<file path="src/rtl/ps2_key_decoder.sv">
// PS/2 keyboard receiver: oversamples the PS/2 pins, frames bytes and tracks held arrow keys {R, L, D, U}.
// Define PS2_WASD_EN to also map the W/A/S/D letter keys onto the same key bits.
module ps2_key_decoder #(
  parameter int TIMEOUT_CYCLES = 6500
) (
  input  logic       pclk,
  input  logic       rst,
  input  logic       ps2_clk,
  input  logic       ps2_data,
  output logic [3:0] key,
  output logic [7:0] scan_code,
  output logic       scan_valid,
  output logic       frame_err,
  output logic [1:0] state_dbg
);

  localparam int CW = $clog2(TIMEOUT_CYCLES);
  localparam logic [CW-1:0] TO_LAST = CW'(TIMEOUT_CYCLES - 1);

  typedef enum logic [1:0] {S_IDLE, S_DATA, S_PARITY, S_STOP} state_t;

  // Sync flops reset high (idle bus level) so reset never fakes a falling edge.
  logic          clk_s1, clk_s2, clk_s3, dat_s1, dat_s2;
  logic          fall_q, data_q;
  state_t        state, state_nxt;
  logic [2:0]    bit_cnt;
  logic [7:0]    shift_reg;
  logic          parity_bit;
  logic [CW-1:0] to_cnt;
  logic          ext_flag, brk_flag;
  logic          do_shift, do_parity, good_nxt, err_nxt, timeout_hit;
  logic          map_hit;
  logic [1:0]    map_idx;

  always_ff @(posedge pclk) begin
    if (rst) begin
      clk_s1 <= 1'b1;
      clk_s2 <= 1'b1;
      clk_s3 <= 1'b1;
      dat_s1 <= 1'b1;
      dat_s2 <= 1'b1;
      fall_q <= 1'b0;
      data_q <= 1'b1;
    end else begin
      clk_s1 <= ps2_clk;
      clk_s2 <= clk_s1;
      clk_s3 <= clk_s2;
      dat_s1 <= ps2_data;
      dat_s2 <= dat_s1;
      fall_q <= clk_s3 & ~clk_s2;
      data_q <= dat_s2;
    end
  end

  always_comb begin
    state_nxt   = state;
    do_shift    = 1'b0;
    do_parity   = 1'b0;
    good_nxt    = 1'b0;
    err_nxt     = 1'b0;
    timeout_hit = (state != S_IDLE) && !fall_q && (to_cnt == TO_LAST);
    if (fall_q) begin
      case (state)
        S_IDLE: begin
          if (!data_q) state_nxt = S_DATA;
          else         err_nxt   = 1'b1;
        end
        S_DATA: begin
          do_shift = 1'b1;
          if (bit_cnt == 3'd7) state_nxt = S_PARITY;
        end
        S_PARITY: begin
          do_parity = 1'b1;
          state_nxt = S_STOP;
        end
        S_STOP: begin
          state_nxt = S_IDLE;
          if (data_q && (^{shift_reg, parity_bit})) good_nxt = 1'b1;
          else                                      err_nxt  = 1'b1;
        end
        default: state_nxt = S_IDLE;
      endcase
    end else if (timeout_hit) begin
      state_nxt = S_IDLE;
      err_nxt   = 1'b1;
    end
  end

  // Key lookup for the completed byte; letter keys only exist in the WASD build.
  always_comb begin
    map_hit = 1'b0;
    map_idx = 2'd0;
    if (ext_flag) begin
      case (shift_reg)
        8'h74:   begin map_hit = 1'b1; map_idx = 2'd3; end
        8'h6B:   begin map_hit = 1'b1; map_idx = 2'd2; end
        8'h72:   begin map_hit = 1'b1; map_idx = 2'd1; end
        8'h75:   begin map_hit = 1'b1; map_idx = 2'd0; end
        default: map_hit = 1'b0;
      endcase
    end
`ifdef PS2_WASD_EN
    else begin
      case (shift_reg)
        8'h23:   begin map_hit = 1'b1; map_idx = 2'd3; end
        8'h1C:   begin map_hit = 1'b1; map_idx = 2'd2; end
        8'h1B:   begin map_hit = 1'b1; map_idx = 2'd1; end
        8'h1D:   begin map_hit = 1'b1; map_idx = 2'd0; end
        default: map_hit = 1'b0;
      endcase
    end
`endif
  end

  always_ff @(posedge pclk) begin
    if (rst) begin
      state      <= S_IDLE;
      bit_cnt    <= 3'd0;
      shift_reg  <= 8'h00;
      parity_bit <= 1'b0;
      to_cnt     <= '0;
      ext_flag   <= 1'b0;
      brk_flag   <= 1'b0;
      key        <= 4'b0000;
      scan_code  <= 8'h00;
      scan_valid <= 1'b0;
      frame_err  <= 1'b0;
    end else begin
      state      <= state_nxt;
      scan_valid <= good_nxt;
      frame_err  <= err_nxt;
      if (fall_q) begin
        to_cnt <= '0;
      end else if (timeout_hit) begin
        to_cnt    <= '0;
        shift_reg <= 8'h00;
        bit_cnt   <= 3'd0;
      end else if (state != S_IDLE) begin
        to_cnt <= to_cnt + 1'b1;
      end
      if (fall_q && state == S_IDLE) bit_cnt <= 3'd0;
      if (do_shift) begin
        shift_reg <= {data_q, shift_reg[7:1]};
        bit_cnt   <= bit_cnt + 3'd1;
      end
      if (do_parity) parity_bit <= data_q;
      if (err_nxt) begin
        ext_flag <= 1'b0;
        brk_flag <= 1'b0;
      end
      if (good_nxt) begin
        scan_code <= shift_reg;
        if (shift_reg == 8'hE0) begin
          ext_flag <= 1'b1;
        end else if (shift_reg == 8'hF0) begin
          brk_flag <= 1'b1;
        end else begin
          if (map_hit) key[map_idx] <= ~brk_flag;
          ext_flag <= 1'b0;
          brk_flag <= 1'b0;
        end
      end
    end
  end

  assign state_dbg = state;

endmodule
</file>
<file path="config.mk">
export PLATFORM = sky130hd
export DESIGN_NAME = ps2_key_decoder
export DESIGN_NICKNAME = d
export VERILOG_FILES = /design/src/rtl/ps2_key_decoder.sv
export SDC_FILE = /design/constraint.sdc
export NUM_CORES = 1
export LEC_CHECK = 0
export BUFFER_PORTS_ARGS = -buffer_cell sky130_fd_sc_hd__buf_4
export CORE_ASPECT_RATIO = 1.5
export CORE_MARGIN = 8
export CORE_UTILIZATION = 53
export CTS_CLUSTER_DIAMETER = 50
export DETAILED_ROUTE_END_ITERATION = 10
export GPL_TIMING_DRIVEN = 0
export PLACE_DENSITY = 0.77
export SYNTH_ARGS = -nofsm -noshare
export SYNTH_HDL_FRONTEND = slang
export SYNTH_SLANG_ARGS = --single-unit
</file>
<file path="constraint.sdc">
create_clock -name pclk -period 2.4 [get_ports pclk]
set_clock_uncertainty 0.2 [all_clocks]
set_input_delay 0.24 -clock pclk [delete_from_list [all_inputs] [get_ports pclk]]
set_output_delay 0.24 -clock pclk [all_outputs]
set_load 0.05 [all_outputs]
</file>
; Yosys cells after proc, flatten, opt, wreduce, memory -nomap -nowiden
; Cells that the tools add are included.
; Widths: inputs -> output; s select.
[totals]
register_bits = 50
in_bits = 4
output_inout_bits = 16
word_cells = 99
[classes]
add_sub_neg = 2
order_cmp = 2
n_eq_ne = 15
n_mux = 39
bitwise = 5
n_reduce_logical = 18
[ops]
columns = op, n
row1 = $eq 8x7->1 const B, 4
row2 = $mux 8, 3
row3 = $mux 1, 22
row4 = $eq 8x8->1 const B, 2
row5 = $add 13x1->13 const B, 1
row6 = $eq 13x13->1 const B, 1
row7 = $mux 3, 4
row8 = $mux 2, 5
row9 = $reduce_xor 9->1, 1
row10 = $pmux 2 s4, 1
row11 = $ne 3x3->1 const B, 2
row12 = $pmux 2 s3, 1
row13 = $reduce_bool 2->1, 3
row14 = $logic_and 1x1->1, 5
row15 = $bwmux 4, 1
row16 = $eq 2x2->1 const B, 2
row17 = $not 1->1, 4
row18 = $reduce_and 2->1, 2
row19 = $reduce_and 4->1, 1
row20 = $reduce_or 4->1, 1
row21 = $add 3x1->3 const B, 1
row22 = $eq 3x3->1 const B, 1
row23 = $lt 2x3->1 const B, 1
row24 = $ne 3x1->1 const B, 1
row25 = other kinds (11), 11

; Longest topological paths before layout
[depth]
word_depth = 9
ltp_mapped = 9
depth_no_buf = 7

; Worst setup path after synthesis
; OpenSTA, ideal clock, no wires.
[synth_path]
kind = reg2reg
startpoint = register state[0] (netlist: state_dbg[0])
endpoint = register bit_cnt[1]
setup_ns = 0.128
arrival_time_ns = 2.565
t_required_ns = 2.072
path_slack_ns = -0.492
path_stages_with_launch = 10
n_path_buf = 2
period_less_slack_ns = 2.892
cell_sequence = dfxtp_1 -> inv_1 -> ha_1 -> buf_2 -> or4b_1 -> or4_1 -> buf_2 -> and2_4 -> a22oi_1 -> nor2_1
[synth_between]
elab_chain_len = 5
word_cells_on_any_way = 13
cone_classes = eq/ne (2) / mux (4) / reduce/logical (7)
[synth_lines]
columns = element, line_no
row1 = start: declaration, 25  ; state_t state, state_nxt;
row2 = start signal: assignment, 129  ; state <= state_nxt;
row3 = $eq 2x1->1 or $reduce_bool 2->1 (tied branches), "63, 61"
row4 = $mux 1 or $logic_and 1x1->1 (tied branches), "63, 61"
row5 = $mux 1 or $logic_and 1x1->1 (tied branches), "62, 61"
row6 = $ne 3x1->1 (no line) or $reduce_bool 3->1 (tied branches), -
row7 = $reduce_and 2->1 (no line), -
row8 = end signal: assignment, 144  ; bit_cnt <= bit_cnt + 3'd1;
row9 = end: declaration, 26  ; logic [2:0] bit_cnt;
; Several ways; a longest one is shown, not always the timed one.
; A chain may end at the register's enable or synchronous reset.

; Final worst setup path
[layout_path]
startpoint = register state[0] (netlist: state_dbg[0])
endpoint = register bit_cnt[2]
; The elaborated chain is that of the path after synthesis.

==> metrics.txt <==
# TYPE chip_impl_metric gauge
chip_impl_info{name="outcome",value="finished, final reports clean"} 1
chip_impl_metric{name="initial_core_util",unit="%"} 55.2
chip_impl_metric{name="post_synth_inst_count",unit=""} 265
chip_impl_metric{name="grt_start_max_net_pins",unit=""} 15
chip_impl_metric{name="r2r_slack",unit="ns"} 0.07
chip_impl_metric{name="port_buffers",unit=""} 19
chip_impl_metric{name="post_route_cells_drive_above_1_share",unit="%"} 20.3
chip_impl_metric{name="grt.overflow.total",unit=""} 0
chip_impl_metric{name="async_set_or_reset_register_ratio_after_synthesis",unit="%"} 0
chip_impl_metric{name="floorplan.die_area",unit="um^2"} 6800
chip_impl_metric{name="syn_area",unit="um^2"} 2320
chip_impl_info{name="grt_setup_unrepaired",value="no"} 1
chip_impl_metric{name="routedWlPerCell",unit="um"} 14.9
chip_impl_metric{name="maxSlewHeadroom",unit="%"} 64.4
chip_impl_info{name="cp-start-kind",value="flop"} 1
chip_impl_metric{name="timing.max_cap.violations",unit=""} 0
chip_impl_metric{name="ys.warnings.count",unit=""} 0
chip_impl_metric{name="wire_length_of_the_first_global_routing_pass",unit="mm"} 8.62
chip_impl_metric{name="cp.depth",unit=""} 7
chip_impl_metric{name="leakage_power_summed_over_all_cells",unit="nW"} 1.05
chip_impl_metric{name="critPathRequiredTime",unit="ns"} 2.37
chip_impl_info{name="clock_tree.root_cell",value="clkbuf_8"} 1
chip_impl_metric{name="fp-row-count",unit=""} 29
chip_impl_metric{name="timing.fmax",unit="GHz"} 0.428
chip_impl_info{name="cts_tree",value="done"} 1
chip_impl_metric{name="first_global_vias",unit=""} 1947
chip_impl_metric{name="final_period_minus_worst_setup_slack",unit="ns"} 2.33
chip_impl_metric{name="nFillCells",unit=""} 360
chip_impl_metric{name="met3WireLength",unit="um"} 176
chip_impl_metric{name="antenna_cells",unit=""} 0
chip_impl_metric{name="hold-path-cell-count",unit=""} 4
chip_impl_metric{name="cts_inserted_buffers",unit=""} 5
chip_impl_metric{name="synth.net_count",unit=""} 277
chip_impl_metric{name="final_sum_of_negative_setup_slack",unit="ns"} 0
chip_impl_info{name="worst_setup_path_startpoint",value="state_dbg[0]$_SDFFE_PP0P_"} 1
chip_impl_metric{name="largest_register_ffs",unit=""} 13
chip_impl_metric{name="timing.hold.ws",unit="ns"} 0.0848
chip_impl_metric{name="h_tree_levels",unit=""} 2
chip_impl_metric{name="clock_path_buffers",unit=""} 2
chip_impl_metric{name="antenna_found_initial",unit=""} 0
chip_impl_metric{name="multiInputGateArea",unit="um^2"} 1260
chip_impl_info{name="worstPathCellList",value="inv_4 > ha_4 > or4b_4 > or4_4 > and2_4 > a22oi_2 > nor2_1"} 1
chip_impl_metric{name="cts_sinks",unit=""} 50
chip_impl_metric{name="drt-total-wl",unit="mm"} 5.09
chip_impl_metric{name="syn-mean-instance-area",unit="um^2"} 8.76
chip_impl_info{name="crit_path_top_delay_cell",value="or4_4"} 1
chip_impl_metric{name="placeableCoreArea",unit="um^2"} 4210
chip_impl_info{name="startpoint_of_the_worst_register_to_register_path",value="state_dbg[0]$_SDFFE_PP0P_"} 1
chip_impl_info{name="critPathCaptureType",value="flop"} 1
chip_impl_metric{name="reg2regPathDepth",unit=""} 7
chip_impl_info{name="topRoutingLayerUsed",value="met4"} 1
chip_impl_metric{name="floorplan.io_pins",unit=""} 20
chip_impl_metric{name="detail_route.first_pass.iterations",unit=""} 4
chip_impl_metric{name="worst-path-max-fanout",unit=""} 5
chip_impl_metric{name="drtIter0Drc",unit=""} 79
chip_impl_info{name="hold_class",value="in2reg"} 1
chip_impl_metric{name="final.period_utilization",unit="%"} 97.3
chip_impl_metric{name="synth-seq-area-share",unit="%"} 43.1
chip_impl_metric{name="cp.arrival",unit="ns"} 2.31
chip_impl_metric{name="met1_length",unit="mm"} 1.96
chip_impl_metric{name="synth_enable_flop_cells",unit=""} 0
chip_impl_metric{name="ant_nets",unit=""} 0
chip_impl_metric{name="dp_hpwl",unit="mm"} 3.66
chip_impl_info{name="layout_common_cells",value="48 x dfxtp_1, 27 x nand3_1, 25 x buf_4"} 1
chip_impl_metric{name="p_per_area",unit="nW/um^2"} 493
chip_impl_metric{name="timing.final.max_slew_violations",unit=""} 0
chip_impl_info{name="cpLargestDelayFamily",value="simple AND/OR/NAND/NOR gates"} 1
chip_impl_metric{name="drc_markers",unit=""} 0
chip_impl_metric{name="worst-slew-pin-transition",unit="ns"} 0.533
chip_impl_metric{name="clock_insertion_delay_at_the_later_pin_of_the_skew_report",unit="ns"} 0.31
chip_impl_metric{name="detailroute.via_count",unit=""} 1957
chip_impl_metric{name="count_of_endpoints_failing_hold_in_the_final_timing_report",unit=""} 0
chip_impl_metric{name="via_per_inst",unit=""} 5.72
chip_impl_info{name="synth_top_flop_cell",value="dfxtp_1"} 1
chip_impl_metric{name="die_width",unit="um"} 70.0
chip_impl_metric{name="max-vdd-ir-drop",unit="uV"} 459
chip_impl_info{name="layout.cells.most_common",value="dfxtp_1"} 1
chip_impl_metric{name="synth_seq_cells",unit=""} 50
chip_impl_info{name="critPathCapture",value="bit_cnt[2]$_SDFFE_PP0P_"} 1
chip_impl_metric{name="area_growth",unit="%"} 16.8
chip_impl_metric{name="delay_of_the_slowest_cell_on_the_worst_path",unit="ns"} 0.58
chip_impl_metric{name="clkSlewWorstSetupHoldPaths",unit="ns"} 0.08
chip_impl_metric{name="final_weighted_congestion_in_routability_driven_placement",unit=""} 0.846
chip_impl_metric{name="setup-violations-final",unit=""} 0
chip_impl_metric{name="worstPathBufferInverterCount",unit=""} 1
chip_impl_metric{name="area.sequential",unit="um^2"} 1010
chip_impl_info{name="worst-setup-path-type",value="reg2reg"} 1
chip_impl_metric{name="globalRouteTotalUtil",unit="%"} 15.2
chip_impl_metric{name="dr_wl_met2",unit="mm"} 2.81
chip_impl_metric{name="nets",unit=""} 308
chip_impl_info{name="critical_path.reg2reg.endpoint",value="bit_cnt[2]$_SDFFE_PP0P_"} 1
chip_impl_metric{name="die_y",unit="um"} 97.1
chip_impl_metric{name="netlist-cell-type-count",unit=""} 41
[worst reg2reg max path, cell delays in order (launching register included)]
cell     delay [ns]
dfxtp_4        0.37
inv_4          0.04
ha_4           0.15
or4b_4         0.49
or4_4          0.58
and2_4         0.18
a22oi_2        0.15
nor2_1         0.05
[cells by family (layout without fill, tap and decap cells)]
logic type      after synthesis  in the layout  synth area share, %
xor+xnor                     17             17                 8.30
mux                           6              6                 2.59
fa+ha+maj                     8              8                 4.31
buf+inv                      22             53                 4.31
flops                        50             50                 43.1
simple gates                121            121                 27.8
compound gates               41             41                 9.59
[area by class of cell]
class / instances / area share [%]
clock inverter: 2 / 0.369
buffer: 15 / 2.91
clock buffer: 5 / 2.54
timing repair buffer: 26 / 7.38
sequential: 50 / 37.2
tap: 46 / 2.12
inverter: 5 / 0.876
multi-input combinational: 193 / 46.6
[power breakdown]
part	switching [mW]	internal [mW]	leakage, nW
combinational	0.0254	0.0174	0.599
sequential	0.00166	0.831	0.405
clock	0.265	0.196	0.0438
total	0.292	1.04	1.05
[stage by stage]
| stage | instance area [um^2] | total power [mW] | util [%] | cells | setup WS (ns) |
|---|---|---|---|---|---|
| after global routing | 2710 | 1.39 | 64.4 | 342 | 0.0105 |
| final | 2710 | 1.34 | 64.4 | 342 | 0.0659 |
| after CTS | 2720 | 1.35 | 64.7 | 343 | 0.0242 |
| after global placement | 2560 | 0.891 | 60.8 | 330 | -0.105 |
| after detailed placement | 2560 | 0.892 | 60.8 | 330 | -0.152 |
| after floorplan | 2360 | 0.878 | - | 265 | -0.0657 |
[metal layers]
layer  up-vias  track usage, %
met5         -               0
met4         0            8.39
met3        10            3.78
met2        38            28.8
met1       936            14.2
li1        973               -
[worst min path at each step]
| stage | startpoint | endpoint |
|---|---|---|
| after floorplan | ps2_clk | clk_s1$_SDFF_PP1_ |
| after global placement | dat_s2$_SDFF_PP1_ | data_q$_SDFF_PP1_ |
| after detailed placement | dat_s2$_SDFF_PP1_ | data_q$_SDFF_PP1_ |
| after CTS | rst | ext_flag$_SDFF_PP0_ |
| after global routing | rst | ext_flag$_SDFF_PP0_ |
| final | rst | ext_flag$_SDFF_PP0_ |
[synth_stat cells, drive strengths merged (2+ instances only)]
cell    instances  share of area (%)
dfxtp          50                 43
nand3          27                5.8
a21oi          23                5.0
nor2           23                3.7
nand2          21                3.4
o21ai          12                2.6
clkbuf          9                1.5
buf             8                2.0
ha              8                4.3
nand2b          8                2.2
or2             8                2.2
xnor2           8                3.3
xor2            7                3.0
mux2i           6                2.6
nor3            6                1.3
inv             5               0.81
or3             4                1.1
and3            3               0.81
nand3b          3               0.97
a22oi           2               0.65
and2            2               0.65
and3b           2               0.75
nand4           2               0.54
nand4b          2               0.75
nor2b           2               0.54
o32ai           2               0.75
or4b            2               0.86
xnor3           2                2.0
[repair_timing]
item                                   CTS  global route
pin swaps                                3             1
resized for setup                        9             0
endpoints found under the hold margin    2             0
hold buffers                             2             0
setup endpoints to repair               25            17
gates cloned                             0             0
buffers inserted                         5             0
No activity file was read; power rests on OpenSTA's default activity.
